==> src/rtl/tt_pkg.sv <==
// Shared constants and types for the truth-table capture block.
//   N_IN  : number of inputs of the function under test
//   TT_W  : truth-table width (2**N_IN)
//   WT_W  : onset-weight width (N_IN+1, holds 0..TT_W)
package tt_pkg;

  localparam int unsigned N_IN = 7;
  localparam int unsigned TT_W = 2 ** N_IN;
  localparam int unsigned WT_W = N_IN + 1;

  typedef logic [TT_W-1:0] tt_t;
  typedef logic [N_IN-1:0] vec_t;
  typedef logic [WT_W-1:0] wt_t;

  typedef enum logic [1:0] {
    IDLE   = 2'd0,
    HOLD   = 2'd1,
    SAMPLE = 2'd2,
    DONE   = 2'd3
  } state_t;

  // Last input vector of a sweep.
  localparam vec_t X_LAST = vec_t'(TT_W - 1);

endpackage

==> src/rtl/tt_capture_if.sv <==
// Capture request/result bundle between a controller and tt_capture.
//   start, exp_tt        : capture request and expected table
//   x_out, f_in          : vector to / output from the function under test
//   busy, done, tt_valid : capture status
//   tt_out, weight, match: captured table, its popcount, compare result
interface tt_capture_if;

  logic          start;
  tt_pkg::tt_t   exp_tt;
  tt_pkg::vec_t  x_out;
  logic          f_in;
  logic          busy;
  logic          done;
  logic          tt_valid;
  tt_pkg::tt_t   tt_out;
  tt_pkg::wt_t   weight;
  logic          match;

  modport master (
    output start, exp_tt, f_in,
    input  x_out, busy, done, tt_valid, tt_out, weight, match
  );

  modport slave (
    input  start, exp_tt, f_in,
    output x_out, busy, done, tt_valid, tt_out, weight, match
  );

endinterface

==> src/rtl/tt_hold_timer.sv <==
// LAT-cycle wait counter used while a vector settles through a pipelined
// function under test.
//   clk, rst_n : clock, async active-low reset
//   run        : counter advances while high, clears while low
//   term_c     : combinational, high on the last wait cycle (count == LAT-1)
module tt_hold_timer #(
  parameter int unsigned LAT = 1
) (
  input  logic clk,
  input  logic rst_n,
  input  logic run,
  output logic term_c
);

  localparam int unsigned CW = (LAT > 1) ? $clog2(LAT) : 1;

  logic [CW-1:0] cnt;

  assign term_c = run && (cnt == CW'(LAT - 1));

  // Count 0..LAT-1, restart from 0 after terminal or when idle.
  always_ff @(posedge clk or negedge rst_n) begin
    if (!rst_n) begin
      cnt <= '0;
    end else if (!run || term_c) begin
      cnt <= '0;
    end else begin
      cnt <= cnt + CW'(1);
    end
  end

endmodule

==> src/rtl/tt_capture.sv <==
// Sequential truth-table extractor: sweeps x_out over 0..TT_W-1, samples
// f_in after LAT settle cycles per vector, builds tt_out (bit i = f(i)),
// its onset weight, and a compare against a latched expected table.
//   clk, rst_n : clock, async active-low reset
//   cap        : tt_capture_if slave (start/exp_tt/f_in in, results out)
module tt_capture
  import tt_pkg::*;
#(
  parameter int unsigned LAT = 0
) (
  input  logic         clk,
  input  logic         rst_n,
  tt_capture_if.slave  cap
);

  localparam bit     HAS_HOLD   = (LAT != 0);
  localparam state_t AFTER_VEC  = HAS_HOLD ? HOLD : SAMPLE;

  state_t state, state_nx;
  logic   hold_term_c;
  logic   last_c;

  vec_t   x_q;
  tt_t    tt_q;
  tt_t    exp_q;
  wt_t    wt_q;
  logic   busy_q;
  logic   done_q;
  logic   valid_q;

  assign last_c = (x_q == X_LAST);

  // Settle timer only exists for pipelined functions under test.
  generate
    if (HAS_HOLD) begin : g_hold
      tt_hold_timer #(.LAT(LAT)) u_hold (
        .clk    (clk),
        .rst_n  (rst_n),
        .run    (state == HOLD),
        .term_c (hold_term_c)
      );
    end else begin : g_no_hold
      assign hold_term_c = 1'b0;
    end
  endgenerate

  // State register.
  always_ff @(posedge clk or negedge rst_n) begin
    if (!rst_n) begin
      state <= IDLE;
    end else begin
      state <= state_nx;
    end
  end

  // Next-state logic.
  always_comb begin
    state_nx = state;
    case (state)
      IDLE, DONE: if (cap.start) state_nx = AFTER_VEC;
      HOLD:       if (hold_term_c) state_nx = SAMPLE;
      SAMPLE:     state_nx = last_c ? DONE : AFTER_VEC;
      default:    state_nx = IDLE;
    endcase
  end

  // Registered datapath and status outputs.
  always_ff @(posedge clk or negedge rst_n) begin
    if (!rst_n) begin
      x_q     <= '0;
      tt_q    <= '0;
      exp_q   <= '0;
      wt_q    <= '0;
      busy_q  <= 1'b0;
      done_q  <= 1'b0;
      valid_q <= 1'b0;
    end else begin
      done_q <= 1'b0;
      case (state)
        IDLE, DONE: begin
          if (cap.start) begin
            exp_q   <= cap.exp_tt;
            tt_q    <= '0;
            wt_q    <= '0;
            x_q     <= '0;
            busy_q  <= 1'b1;
            valid_q <= 1'b0;
          end
        end
        SAMPLE: begin
          tt_q[x_q] <= cap.f_in;
          wt_q      <= wt_q + wt_t'(cap.f_in);
          if (last_c) begin
            // x_out parks on the last vector until the next start.
            done_q  <= 1'b1;
            busy_q  <= 1'b0;
            valid_q <= 1'b1;
          end else begin
            x_q <= x_q + vec_t'(1);
          end
        end
        default: ;
      endcase
    end
  end

  assign cap.x_out    = x_q;
  assign cap.tt_out   = tt_q;
  assign cap.weight   = wt_q;
  assign cap.busy     = busy_q;
  assign cap.done     = done_q;
  assign cap.tt_valid = valid_q;
  assign cap.match    = valid_q && (tt_q == exp_q);

endmodule

==> src/flat_wrapper.sv <==
// flat-port wrapper written by rule: the top's interface ports become plain ports
module tt_capture_flat import tt_pkg::*;
#(
  parameter int unsigned LAT = 0
)
  (clk, rst_n, cap_start, cap_exp_tt, cap_f_in, cap_x_out, cap_busy, cap_done, cap_tt_valid, cap_tt_out, cap_weight, cap_match);
  tt_capture_if cap_i ();
  input  logic clk;
  input  logic rst_n;
  input wire logic [$bits(cap_i.start)-1:0] cap_start;
  input wire logic [$bits(cap_i.exp_tt)-1:0] cap_exp_tt;
  input wire logic [$bits(cap_i.f_in)-1:0] cap_f_in;
  output wire logic [$bits(cap_i.x_out)-1:0] cap_x_out;
  output wire logic [$bits(cap_i.busy)-1:0] cap_busy;
  output wire logic [$bits(cap_i.done)-1:0] cap_done;
  output wire logic [$bits(cap_i.tt_valid)-1:0] cap_tt_valid;
  output wire logic [$bits(cap_i.tt_out)-1:0] cap_tt_out;
  output wire logic [$bits(cap_i.weight)-1:0] cap_weight;
  output wire logic [$bits(cap_i.match)-1:0] cap_match;
  assign cap_i.start = cap_start;
  assign cap_i.exp_tt = cap_exp_tt;
  assign cap_i.f_in = cap_f_in;
  assign cap_x_out = cap_i.x_out;
  assign cap_busy = cap_i.busy;
  assign cap_done = cap_i.done;
  assign cap_tt_valid = cap_i.tt_valid;
  assign cap_tt_out = cap_i.tt_out;
  assign cap_weight = cap_i.weight;
  assign cap_match = cap_i.match;
  tt_capture #(.LAT(LAT)) u_core (.clk(clk), .rst_n(rst_n), .cap(cap_i));
endmodule
==> config.mk <==
export PLATFORM = sky130hd
export DESIGN_NAME = tt_capture_flat
export DESIGN_NICKNAME = d
export VERILOG_FILES = /design/src/rtl/tt_pkg.sv /design/src/rtl/tt_capture_if.sv /design/src/rtl/tt_hold_timer.sv /design/src/rtl/tt_capture.sv /design/src/flat_wrapper.sv
export SDC_FILE = /design/constraint.sdc
export NUM_CORES = 1
export LEC_CHECK = 0
export ABC_CLOCK_PERIOD_IN_PS = 1800
export CAP_MARGIN = 20
export CELL_PAD_IN_SITES_DETAIL_PLACEMENT = 0
export CELL_PAD_IN_SITES_GLOBAL_PLACEMENT = 1
export CORE_ASPECT_RATIO = 1.25
export CORE_MARGIN = 2
export CORE_UTILIZATION = 36
export CTS_CLUSTER_SIZE = 20
export DETAILED_ROUTE_END_ITERATION = 12
export PLACE_DENSITY_LB_ADDON = 0.1
export SKIP_CTS_REPAIR_TIMING = 1
export SYNTH_ARGS = -nofsm -noshare
export SYNTH_HDL_FRONTEND = slang
export SYNTH_SLANG_ARGS = --single-unit
==> constraint.sdc <==
create_clock -name clk -period 1.8 [get_ports clk]
set_input_delay 0.36 -clock clk [delete_from_list [all_inputs] [get_ports clk]]
set_output_delay 0.36 -clock clk [all_outputs]
set_load 0.005 [all_outputs]
==> flow_metrics.py, run 1 <==
metrics = {
    "timing": {
        "finalCriticalPeriod_ns": 2.99,
        "grt_setup_unrepaired": "yes",
        "final_hold_viol_count": 0,
        "max_slew_margin_pct": 56.5,
        "setup_viol": 179,
        "finClkSkew_ns": 0.0108,
        "maxSlewViolCount": 0,
        "max_freq_mhz": 334,
        "worstMarginPinSlew_ns": 0.652,
        "tns_ns": -9.91,
        "holdWs_ns": 0.396,
        "finalCritPeriodShare_pct": 166,
        "setup_slack_ns": -1.19,
    },
    "final_layout": {
        "area.growth.synth_to_final_pct": 75.5,
        "fin_util_pct": 63.6,
        "multi_input_area_um2": 7110,
        "layout-drive-gt1-share_pct": 41.2,
        "diodes": 0,
        "final_area_um2": 23500,
        "layout.nets": 2078,
        "seq_area_um2": 6920,
        "n_fill_cell": 3043,
    },
    "drt": {
        "num_vias": 13100,
        "post_drt_via_cell_ratio": 5.35,
        "drt_first_pass_iters": 5,
        "drcViolationCount": 0,
        "postRouteWirelength_um": 61200,
        "wl_per_cell_um": 25.0,
        "drtIter0Drc": 961,
        "ant_nets": 0,
    },
    "floorplanning": {
        "initial_core_util_pct": 36.2,
        "ios": 279,
        "die_area_um2": 38800,
        "core_um2": 37000,
        "dieHeight_um": 220,
        "fp.dieW_um": 177,
        "rows": 79,
    },
    "grt": {
        "grt.total_usage_pct": 28.9,
        "grt_max_degree": 87,
        "overflow": 0,
        "grt_pass1_vias": 12800,
        "antenna_found_initial": 1,
        "grt_pass1_wl_um": 81500,
    },
    "cts": {
        "clock_path_buffers": 3,
        "cts_buffers": 34,
        "root_buffer": "clkbuf_16",
        "cts_sinks": 276,
        "htree_num_levels": 2,
        "cts_tree": "yes",
        "clk_pin_slew_ns": 0.06,
        "clkLatencyLatePin_ns": 0.53,
    },
    "setup_path": {
        "endpoint_kind": "output port",
        "reg2reg_depth": 7,
        "cp_common_cell": "nand4_1",
        "rr_endpoint": "u_core.cap.tt_out[21]",
        "slowest_stage": "dfrtp_1",
        "r2r_setup_slack_ns": -0.11,
        "worstPathRequired_ns": 1.44,
        "r2r_start": "u_core.state[1]",
        "path_max_fanout": 2,
        "crit_chain": "xnor2_2 > nand4_1 > nor4_2 > nand4_1 > nor4_4 > buf_4 > buf_6",
        "arrival_ns": 2.63,
        "critPathLaunchType": "flip-flop",
        "cpPeakStageDelay_ns": 0.42,
        "path_class": "flip-flop to output port",
    },
    "yosys": {
        "synth-async-reset-ratio_pct": 100,
        "synthCells": 1234,
        "synth_nets": 1371,
        "avgSynthCellArea_um2": 10.9,
        "ys.flop_type": "dfrtp_1",
        "netlist_area_um2": 13400,
        "synth-edff-count": 0,
        "synth-seq-area-share_pct": 51.6,
        "ys_types": 48,
        "yosys_warnings": 0,
        "ys_ff_latch": 276,
    },
    "power": {
        "ir_worst_vdd_mv": 0.512,
        "intPower_mw": 11.0,
        "p_switching_mw": 3.41,
        "swShare_pct": 23.7,
        "p_comb_share_pct": 10.1,
        "p_per_area_nw_per_um2": 612,
        "pwr-share-seq_pct": 44.9,
        "leakage_nw": 12.7,
        "p_clk_share_pct": 45.0,
    },
    "placed_design": {
        "place_ws_ns": -1.29,
        "io_buffers": 278,
        "placed_area_um2": 19500,
        "dpl.hpwl_um": 42600,
        "gp_congestion": 0.924,
    },
    "run_status": {
        "outcome": "finished, violations left",
        "failed_checks": "negative setup slack",
    },
    "hold_path": {
        "min_path_type": "primary input to async pin",
    },
    "run": {
        "maxCapViolCount": 0,
    },
}
## through the flow
step	cells	total power, mW
finish	2450	14.4
global route	2450	14.8
CTS	2335	14.3
detailed placement	2276	7.84
global placement	2276	7.84
floorplan	1234	6.83
## flip-flops by register name, summed over array words and instances (netlist names)
signal and cells:
u_core.cap.weight 8, u_core.state 2, u_core.cap.busy 1, u_core.exp_q 128
u_core.cap.tt_out 128, u_core.cap.x_out 7, u_core.cap.tt_valid 1, u_core.cap.done 1
## layout make-up
| cell class | instances | area share, % |
|---|---|---|
| repair buffers | 750 | 32.8 |
| multi-input cells | 846 | 30.2 |
| flip-flops and latches | 276 | 29.5 |
| clock buffers | 52 | 4.17 |
| well taps | 486 | 2.59 |
| inverters | 33 | 0.527 |
| clock inverters | 7 | 0.186 |
## critical path: cells and delay by family (launching register included)
kind          cells  cell delay (ns)
buf+inv           2             0.24
flops             1             0.42
simple gates      4             1.09
xor+xnor          1             0.35
## power groups by stage
stage                     combinational [mW]  sequential, mW  clock (mW)
after floorplan                        0.254            6.58           0
after global placement                  1.27            6.58           0
after detailed placement                1.27            6.57           0
after CTS                               1.28            6.47        6.55
after global routing                    1.57            6.47        6.81
final                                   1.46            6.46        6.48
## per-layer routing
metal / wire length (um) / track usage [%] / up-vias
met2: 29600 / 48.4 / 559
met3: 3930 / 5.37 / 145
met4: 2940 / 13.9 / 2
met1: 24700 / 36.1 / 6535
met5: 13 / 0 / -
li1: - / - / 5866
## worst max-delay path by stage
stage,startpoint,endpoint,slack (ns),cells after the start
6_report,u_core.exp_q[27],cap_match,-1.19,7
5_1_grt,u_core.exp_q[11],cap_match,-1.29,8
4_1_cts,u_core.exp_q[11],cap_match,-1.85,8
3_5_place_dp,u_core.exp_q[11],cap_match,-1.29,8
3_3_place_gp,u_core.exp_q[27],cap_match,-1.35,7
2_1_floorplan,u_core.cap.tt_out[86],cap_match,0.006,5
## cells in the mapped netlist (11+ instances only)
library cell	number	area, um^2
nor2_1	31	116
mux2_2	129	1450
nand3_1	13	65.1
a21o_1	16	120
nand4_1	23	144
dfrtp_1	276	6910
nand2b_1	27	169
buf_2	40	200
nand2_1	125	469
o21ai_1	13	65.1
a22o_1	74	648
clkbuf_1	33	124
nor2b_1	29	181
xnor2_1	78	683
a21oi_1	25	125
o2bb2ai_1	30	263
nor3_1	11	55.1
inv_1	33	124
o21ai_0	112	561
## logic make-up (layout without fill, tap and decap cells)
family                     Yosys count  after routing  share of synthesized area, %
buffers and inverters              113            842                          3.60
DFF                                276            276                          51.6
muxes                              130            131                          10.9
and+or+nand+nor                    296            296                          10.9
AOI/OAI and AO/OA                  327            327                          16.8
adders and majority gates            5              5                         0.467
xor gates and xnor gates            87             87                          5.69
## layout by cell type (no fill, tap or decap), drive strengths merged, types with 3 or more instances in the layout
cell	Yosys	routed
a2111o	7	7
a2111oi	4	4
a21o	16	16
a21oi	25	25
a22o	74	74
and2b	3	3
and3	5	5
buf	47	455
clkbuf	33	71
clkdlybuf4s50	0	132
clkinv	0	4
dfrtp	276	276
dlymetal6s2s	0	143
ha	5	5
inv	33	34
mux2	129	130
nand2	125	125
nand2b	27	27
nand3	13	13
nand3b	3	3
nand4	24	24
nor2	31	31
nor2b	29	29
nor3	11	11
nor4	11	11
o2111ai	7	7
o211ai	9	9
o21ai	125	125
o21bai	3	3
o221ai	3	3
o22ai	8	8
o2bb2ai	30	30
o31ai	9	9
or3	8	8
xnor2	78	78
xor2	9	9
Note: power is estimated with default switching activity, not from simulation.
==> inputs of run 2 (changes only) <==
Settings changed: CTS_CLUSTER_DIAMETER set to 150, MAX_ROUTING_LAYER set to met4, SYNTH_HIERARCHICAL set to 1.
==> run 2 against run 1 <==
The flow still finishes with violations (negative setup slack). Sequential cell count did not move. Worst hold slack got worse by 0.050 ns. Critical path depth rose by 2. Sequential share of layout area rose by 2.6 points. Global-route usage fell by 0.59 points. Wire length fell by 5.7%.
==> flow_metrics.py, run 2 <==
metrics = {
    "final_layout": {
        "fin_util_pct": 59.8,
        "area.growth.synth_to_final_pct": 64.4,
        "mostFrequentLayoutCells": "buf_4, dfrtp_1, dlymetal6s2s_1, nand2_1, clkdlybuf4s50_1",
        "n_fill_cell": 3132,
        "layout.nets": 2066,
        "multi_input_area_um2": 6440,
        "seq_area_um2": 6930,
        "layout_commonest_cell": "buf_4",
        "layout-drive-gt1-share_pct": 39.2,
    },
    "power": {
        "ir_worst_vdd_mv": 0.715,
        "leakage_nw": 11.8,
        "p_per_area_nw_per_um2": 549,
        "finalPower_mw": 11.8,
    },
    "hold_path": {
        "min_path_type": "primary input to async pin",
    },
    "grt": {
        "overflow": 0,
        "grt.total_usage_pct": 28.4,
        "grt_pass1_vias": 12000,
        "antenna_found_initial": 0,
        "grt_max_degree": 99,
        "grt_pass1_wl_um": 77600,
    },
    "yosys": {
        "synth_top_family_by_area": "compound AO/OA/AOI/OAI gates",
        "synthCells": 1308,
        "ys_ff_latch": 276,
        "yosys.area_share.xor_xnor_pct": 7.01,
        "synth_nets": 1445,
        "synthMuxAreaShare_pct": 11.1,
        "netlist_area_um2": 13100,
        "synth-seq-area-share_pct": 52.6,
        "synth-edff-count": 0,
        "synthTopCellsByArea": "dfrtp_1, mux2_2, o21ai_0",
        "ys_types": 46,
        "synth_most_common_cell": "dfrtp_1",
        "avgSynthCellArea_um2": 10.0,
        "ys.flop_type": "dfrtp_1",
        "synth_compound_area_share_pct": 12.9,
        "yosys.area.top_type": "dfrtp_1",
        "synth-async-reset-ratio_pct": 100,
        "synthSimpleGateAreaFrac_pct": 12.1,
        "synth_common_cells": "dfrtp_1, nand2_1, o21ai_0",
        "synth_adder_area_share_pct": 0.477,
        "synth_top_area_share_pct": 52.6,
        "yosys_warnings": 6,
    },
    "run_status": {
        "outcome": "finished, violations left",
        "failed_checks": "negative setup slack",
    },
    "setup_path": {
        "endpoint_kind": "output port",
        "path_class": "flip-flop to output port",
        "cpPeakStageDelay_ns": 0.41,
        "crit_chain": "xor2_1 > nor4_1 > nand4_1 > nor4_2 > buf_4 > nand4_1 > nor4_2 > buf_4 > buf_6",
        "slowest_stage": "nor4_1",
        "arrival_ns": 2.80,
        "worstPathRequired_ns": 1.44,
        "path_max_fanout": 2,
        "critPathLaunchType": "flip-flop",
    },
    "timing": {
        "holdWs_ns": 0.346,
        "worstMarginPinSlew_ns": 0.518,
        "grt_setup_unrepaired": "yes",
        "final_hold_viol_count": 0,
        "max_freq_mhz": 316,
        "max_slew_margin_pct": 65.4,
        "setup_viol": 160,
        "maxSlewViolCount": 0,
        "finalCritPeriodShare_pct": 176,
        "setup_slack_ns": -1.36,
        "finalCriticalPeriod_ns": 3.16,
        "finClkSkew_ns": 0.0223,
    },
    "drt": {
        "drtIter0Drc": 984,
        "post_drt_via_cell_ratio": 5.23,
        "drcViolationCount": 0,
        "drt_first_pass_iters": 5,
        "ant_nets": 0,
        "postRouteWirelength_um": 57700,
        "wl_per_cell_um": 24.0,
        "num_vias": 12600,
    },
    "placed_design": {
        "dpl.hpwl_um": 39500,
        "gp_congestion": 0.933,
        "io_buffers": 278,
    },
    "floorplanning": {
        "fp.dieW_um": 175,
        "core_um2": 36100,
        "dieHeight_um": 218,
        "initial_core_util_pct": 36.4,
        "die_area_um2": 38000,
        "ios": 279,
        "rows": 78,
    },
    "cts": {
        "root_buffer": "clkbuf_16",
        "cts_sinks": 276,
        "cts_buffers": 17,
        "cts_tree": "yes",
        "clk_pin_slew_ns": 0.09,
        "clock_path_buffers": 3,
        "htree_num_levels": 1,
        "clkLatencyLatePin_ns": 0.52,
    },
    "run": {
        "maxCapViolCount": 0,
    },
}
run 2: changes by cell type after synthesis, sizes merged, moves of 15 or more:
cell and delta:
a21o -15, a21oi -18, clkbuf +33, nor2b -24, nand2b -24, xnor2 -15, o2bb2ai -23, buf -25
a22o -68, xor2 +33, nand2 +132, o21ai +115
run 2: power breakdown:
group | internal (mW) | switching [mW]
Sequential | 6.33 | 0.105
Combinational | 0.834 | 0.556
Clock | 1.84 | 2.17
run 2: worst paths after layout:
path / from / to / slack [ns] / depth (start not counted)
setup reg to reg: u_core/state[0] / u_core/cap.tt_out[10] / -0.24 / 11
min in group clk: cap_exp_tt[96] / u_core/exp_q[96] / 0.44 / 2
max in group asynchronous: rst_n / u_core/cap.tt_out[18] / 0.74 / 3
hold / removal: rst_n / u_core/exp_q[89] / 0.35 / 2
setup / recovery: u_core/exp_q[126] / cap_match / -1.36 / 9
hold reg to reg: u_core/exp_q[25] / u_core/exp_q[25] / 0.51 / 1
run 2: logic make-up (layout without fill, tap and decap cells):
group | Yosys count | count (layout)
XOR/XNOR | 105 | 105
AND/OR/NAND/NOR | 364 | 368
other | 0 | 1
buffers and inverters | 125 | 741
multiplexers | 129 | 129
AO/OA/AOI/OAI | 304 | 304
flip-flops | 276 | 276
adder cells (fa/ha/maj) | 5 | 5
run 2: final cells by class:
type / count / share of cell area [%]
antenna: 1 / 0.0116
clock buffer: 17 / 1.97
clock inverter: 1 / 0.139
inverter: 37 / 0.644
multi-input combinational: 911 / 29.9
sequential: 276 / 32.1
tap: 480 / 2.78
timing repair buffer: 686 / 32.5
run 2: critical path: cells and delay by family, from the launching register on:
family	cells	cell delay, ns
buffers and inverters	3	0.39
AND/OR/NAND/NOR	5	1.33
flip-flops	1	0.39
XOR/XNOR	1	0.17
run 2: layer usage:
layer | up-vias | share of wire (%) | GRT usage (%)
met3 | 77 | 6.2 | 3.28
met4 | 0 | 2.7 | 7.06
li1 | 5736 | - | -
met5 | - | 0 | -
met1 | 6322 | 41 | 36.7
met2 | 469 | 50 | 47.7
run 2: stage by stage:
step | cells | setup WS (ns) | instance area [um^2] | TNS [ns]
final | 2409 | -1.36 | 21600 | -19.79
after floorplan | 1308 | -0.118 | 13200 | -0.171
after global routing | 2408 | -1.49 | 21600 | -28.89
after CTS | 2281 | -1.87 | 19000 | -38.14
after global placement | 2263 | -1.30 | 18600 | -49.01
after detailed placement | 2263 | -1.31 | 18600 | -51.42
==> inputs of run 3 (changes only) <==
Settings changed: CORE_UTILIZATION 36 to 37, CTS_BUF_LIST set to sky130_fd_sc_hd__clkbuf_2.
==> run 3 against run 2 <==
The flow still finishes with violations (negative setup slack). Worst hold slack lost 0.33 ns. Global-route usage grew 0.57 points. Total power shrank 13%. Critical path type unchanged. Largest cell class is now registers.
==> flow_metrics.py, run 3 (synthesized netlist as in run 2, its figures left out) <==
metrics = {
    "run_status": {
        "outcome": "finished, violations left",
        "failed_checks": "negative setup slack",
    },
    "drt": {
        "met2WireLength_um": 27200,
        "top_layer_used": "met4",
        "drt_first_pass_iters": 5,
        "num_vias": 12400,
        "drcViolationCount": 0,
        "ant_nets": 0,
        "wl_per_cell_um": 23.4,
        "wl_met3_um": 3650,
        "postRouteWirelength_um": 55400,
        "drtIter0Drc": 856,
        "wl_met1_um": 22700,
        "post_drt_via_cell_ratio": 5.23,
    },
    "grt": {
        "grt_pass1_vias": 11800,
        "antenna_found_initial": 2,
        "grt_pass1_wl_um": 76000,
        "grt.total_usage_pct": 28.9,
        "grt_max_degree": 76,
        "overflow": 0,
    },
    "final_layout": {
        "mostFrequentLayoutCells": "dfrtp_1, buf_6, nand2_1, buf_4, o21ai_0",
        "area.growth.synth_to_final_pct": 57.0,
        "final_area_um2": 20600,
        "layout_commonest_cell": "dfrtp_1",
        "layout.nets": 2036,
        "layout-drive-gt1-share_pct": 42.4,
    },
    "setup_path": {
        "endpoint_kind": "output port",
        "worstPathRequired_ns": 1.44,
        "crit_chain": "a22oi_1 > o221ai_1 > nor3_1 > nand4_1 > nor4_2 > buf_4 > buf_6",
        "path_max_fanout": 2,
        "critPathLaunchType": "flip-flop",
        "path_class": "flip-flop to output port",
        "slowest_stage": "nor3_1",
        "crit_family": "simple AND/OR/NAND/NOR gates",
        "path_buf_inv": 2,
        "cpPeakStageDelay_ns": 0.53,
        "arrival_ns": 3.22,
    },
    "timing": {
        "holdWs_ns": 0.0203,
        "setup_viol": 292,
        "worstMarginPinSlew_ns": 0.583,
        "tns_ns": -46.28,
        "grt_setup_unrepaired": "yes",
        "finalCriticalPeriod_ns": 3.58,
        "setup_slack_ns": -1.78,
        "final_hold_viol_count": 0,
        "max_slew_margin_pct": 60.8,
        "maxSlewViolCount": 0,
        "max_freq_mhz": 280,
        "finClkSkew_ns": 0.0807,
        "finalCritPeriodShare_pct": 199,
    },
    "floorplanning": {
        "rows": 77,
        "initial_core_util_pct": 37.3,
        "fp.dieW_um": 172,
        "die_area_um2": 37000,
        "ios": 279,
        "core_um2": 35200,
        "dieHeight_um": 215,
    },
    "placed_design": {
        "place_ws_ns": -1.21,
        "gp_congestion": 0.919,
        "placed_area_um2": 18500,
        "dpl.hpwl_um": 38700,
        "io_buffers": 278,
    },
    "cts": {
        "htree_num_levels": 1,
        "clock_path_buffers": 3,
        "root_buffer": "clkbuf_2",
        "cts_buffers": 17,
        "clk_pin_slew_ns": 0.39,
        "cts_tree": "yes",
        "cts_sinks": 276,
        "clkLatencyLatePin_ns": 0.92,
    },
    "power": {
        "p_per_area_nw_per_um2": 498,
        "finalPower_mw": 10.3,
        "ir_worst_vdd_mv": 0.827,
        "leakage_nw": 9.67,
    },
    "hold_path": {
        "min_path_type": "primary input to flip-flop",
    },
    "run": {
        "maxCapViolCount": 0,
    },
}
## run 3: layout make-up
cell class,instances,area (um^2)
fillers,3161,14600
flip-flops and latches,276,6920
repair buffers,659,6480
multi-input cells,908,6340
well taps,474,593
inverters,37,139
clock buffers,17,85.1
clock inverters,1,30.0
diodes,2,5.00
## run 3: metrics by stage
| stage | util, % | std cells |
|---|---|---|
| after floorplan | - | 1308 |
| after global placement | 52.6 | 2243 |
| after detailed placement | 52.6 | 2243 |
| after CTS | 52.9 | 2261 |
| after global routing | 58.6 | 2374 |
| final | 58.6 | 2374 |
## run 3: path summary, 6_finish.rpt
kind                                            start                    end  slack, ns  cells after the start
worst max-delay path            u_core/cap.tt_out[11]              cap_match      -1.78                      7
worst min-delay path                   cap_exp_tt[15]       u_core/exp_q[15]       0.02                      2
worst max register to register        u_core/state[0]  u_core/cap.tt_out[68]      -0.23                     11
worst min register to register      u_core/exp_q[115]      u_core/exp_q[115]       0.55                      1
max in group asynchronous                       rst_n   u_core/cap.tt_out[7]       0.87                      4
min in group asynchronous                       rst_n       u_core/exp_q[96]       0.58                      4
## run 3: power breakdown
| part | internal [mW] | leakage (nW) | total (mW) | switching (mW) |
|---|---|---|---|---|
| logic | 0.830 | 5.90 | 1.39 | 0.555 |
| clock network | 0.390 | 0.0848 | 2.39 | 2.00 |
| registers | 6.37 | 3.69 | 6.49 | 0.123 |
## run 3: per-layer routing
| metal | vias up | GRT usage (%) |
|---|---|---|
| li1 | 5677 | - |
| met1 | 6198 | 37.6 |
| met2 | 446 | 46.8 |
| met3 | 88 | 4.04 |
| met4 | 0 | 8.94 |
| met5 | - | - |
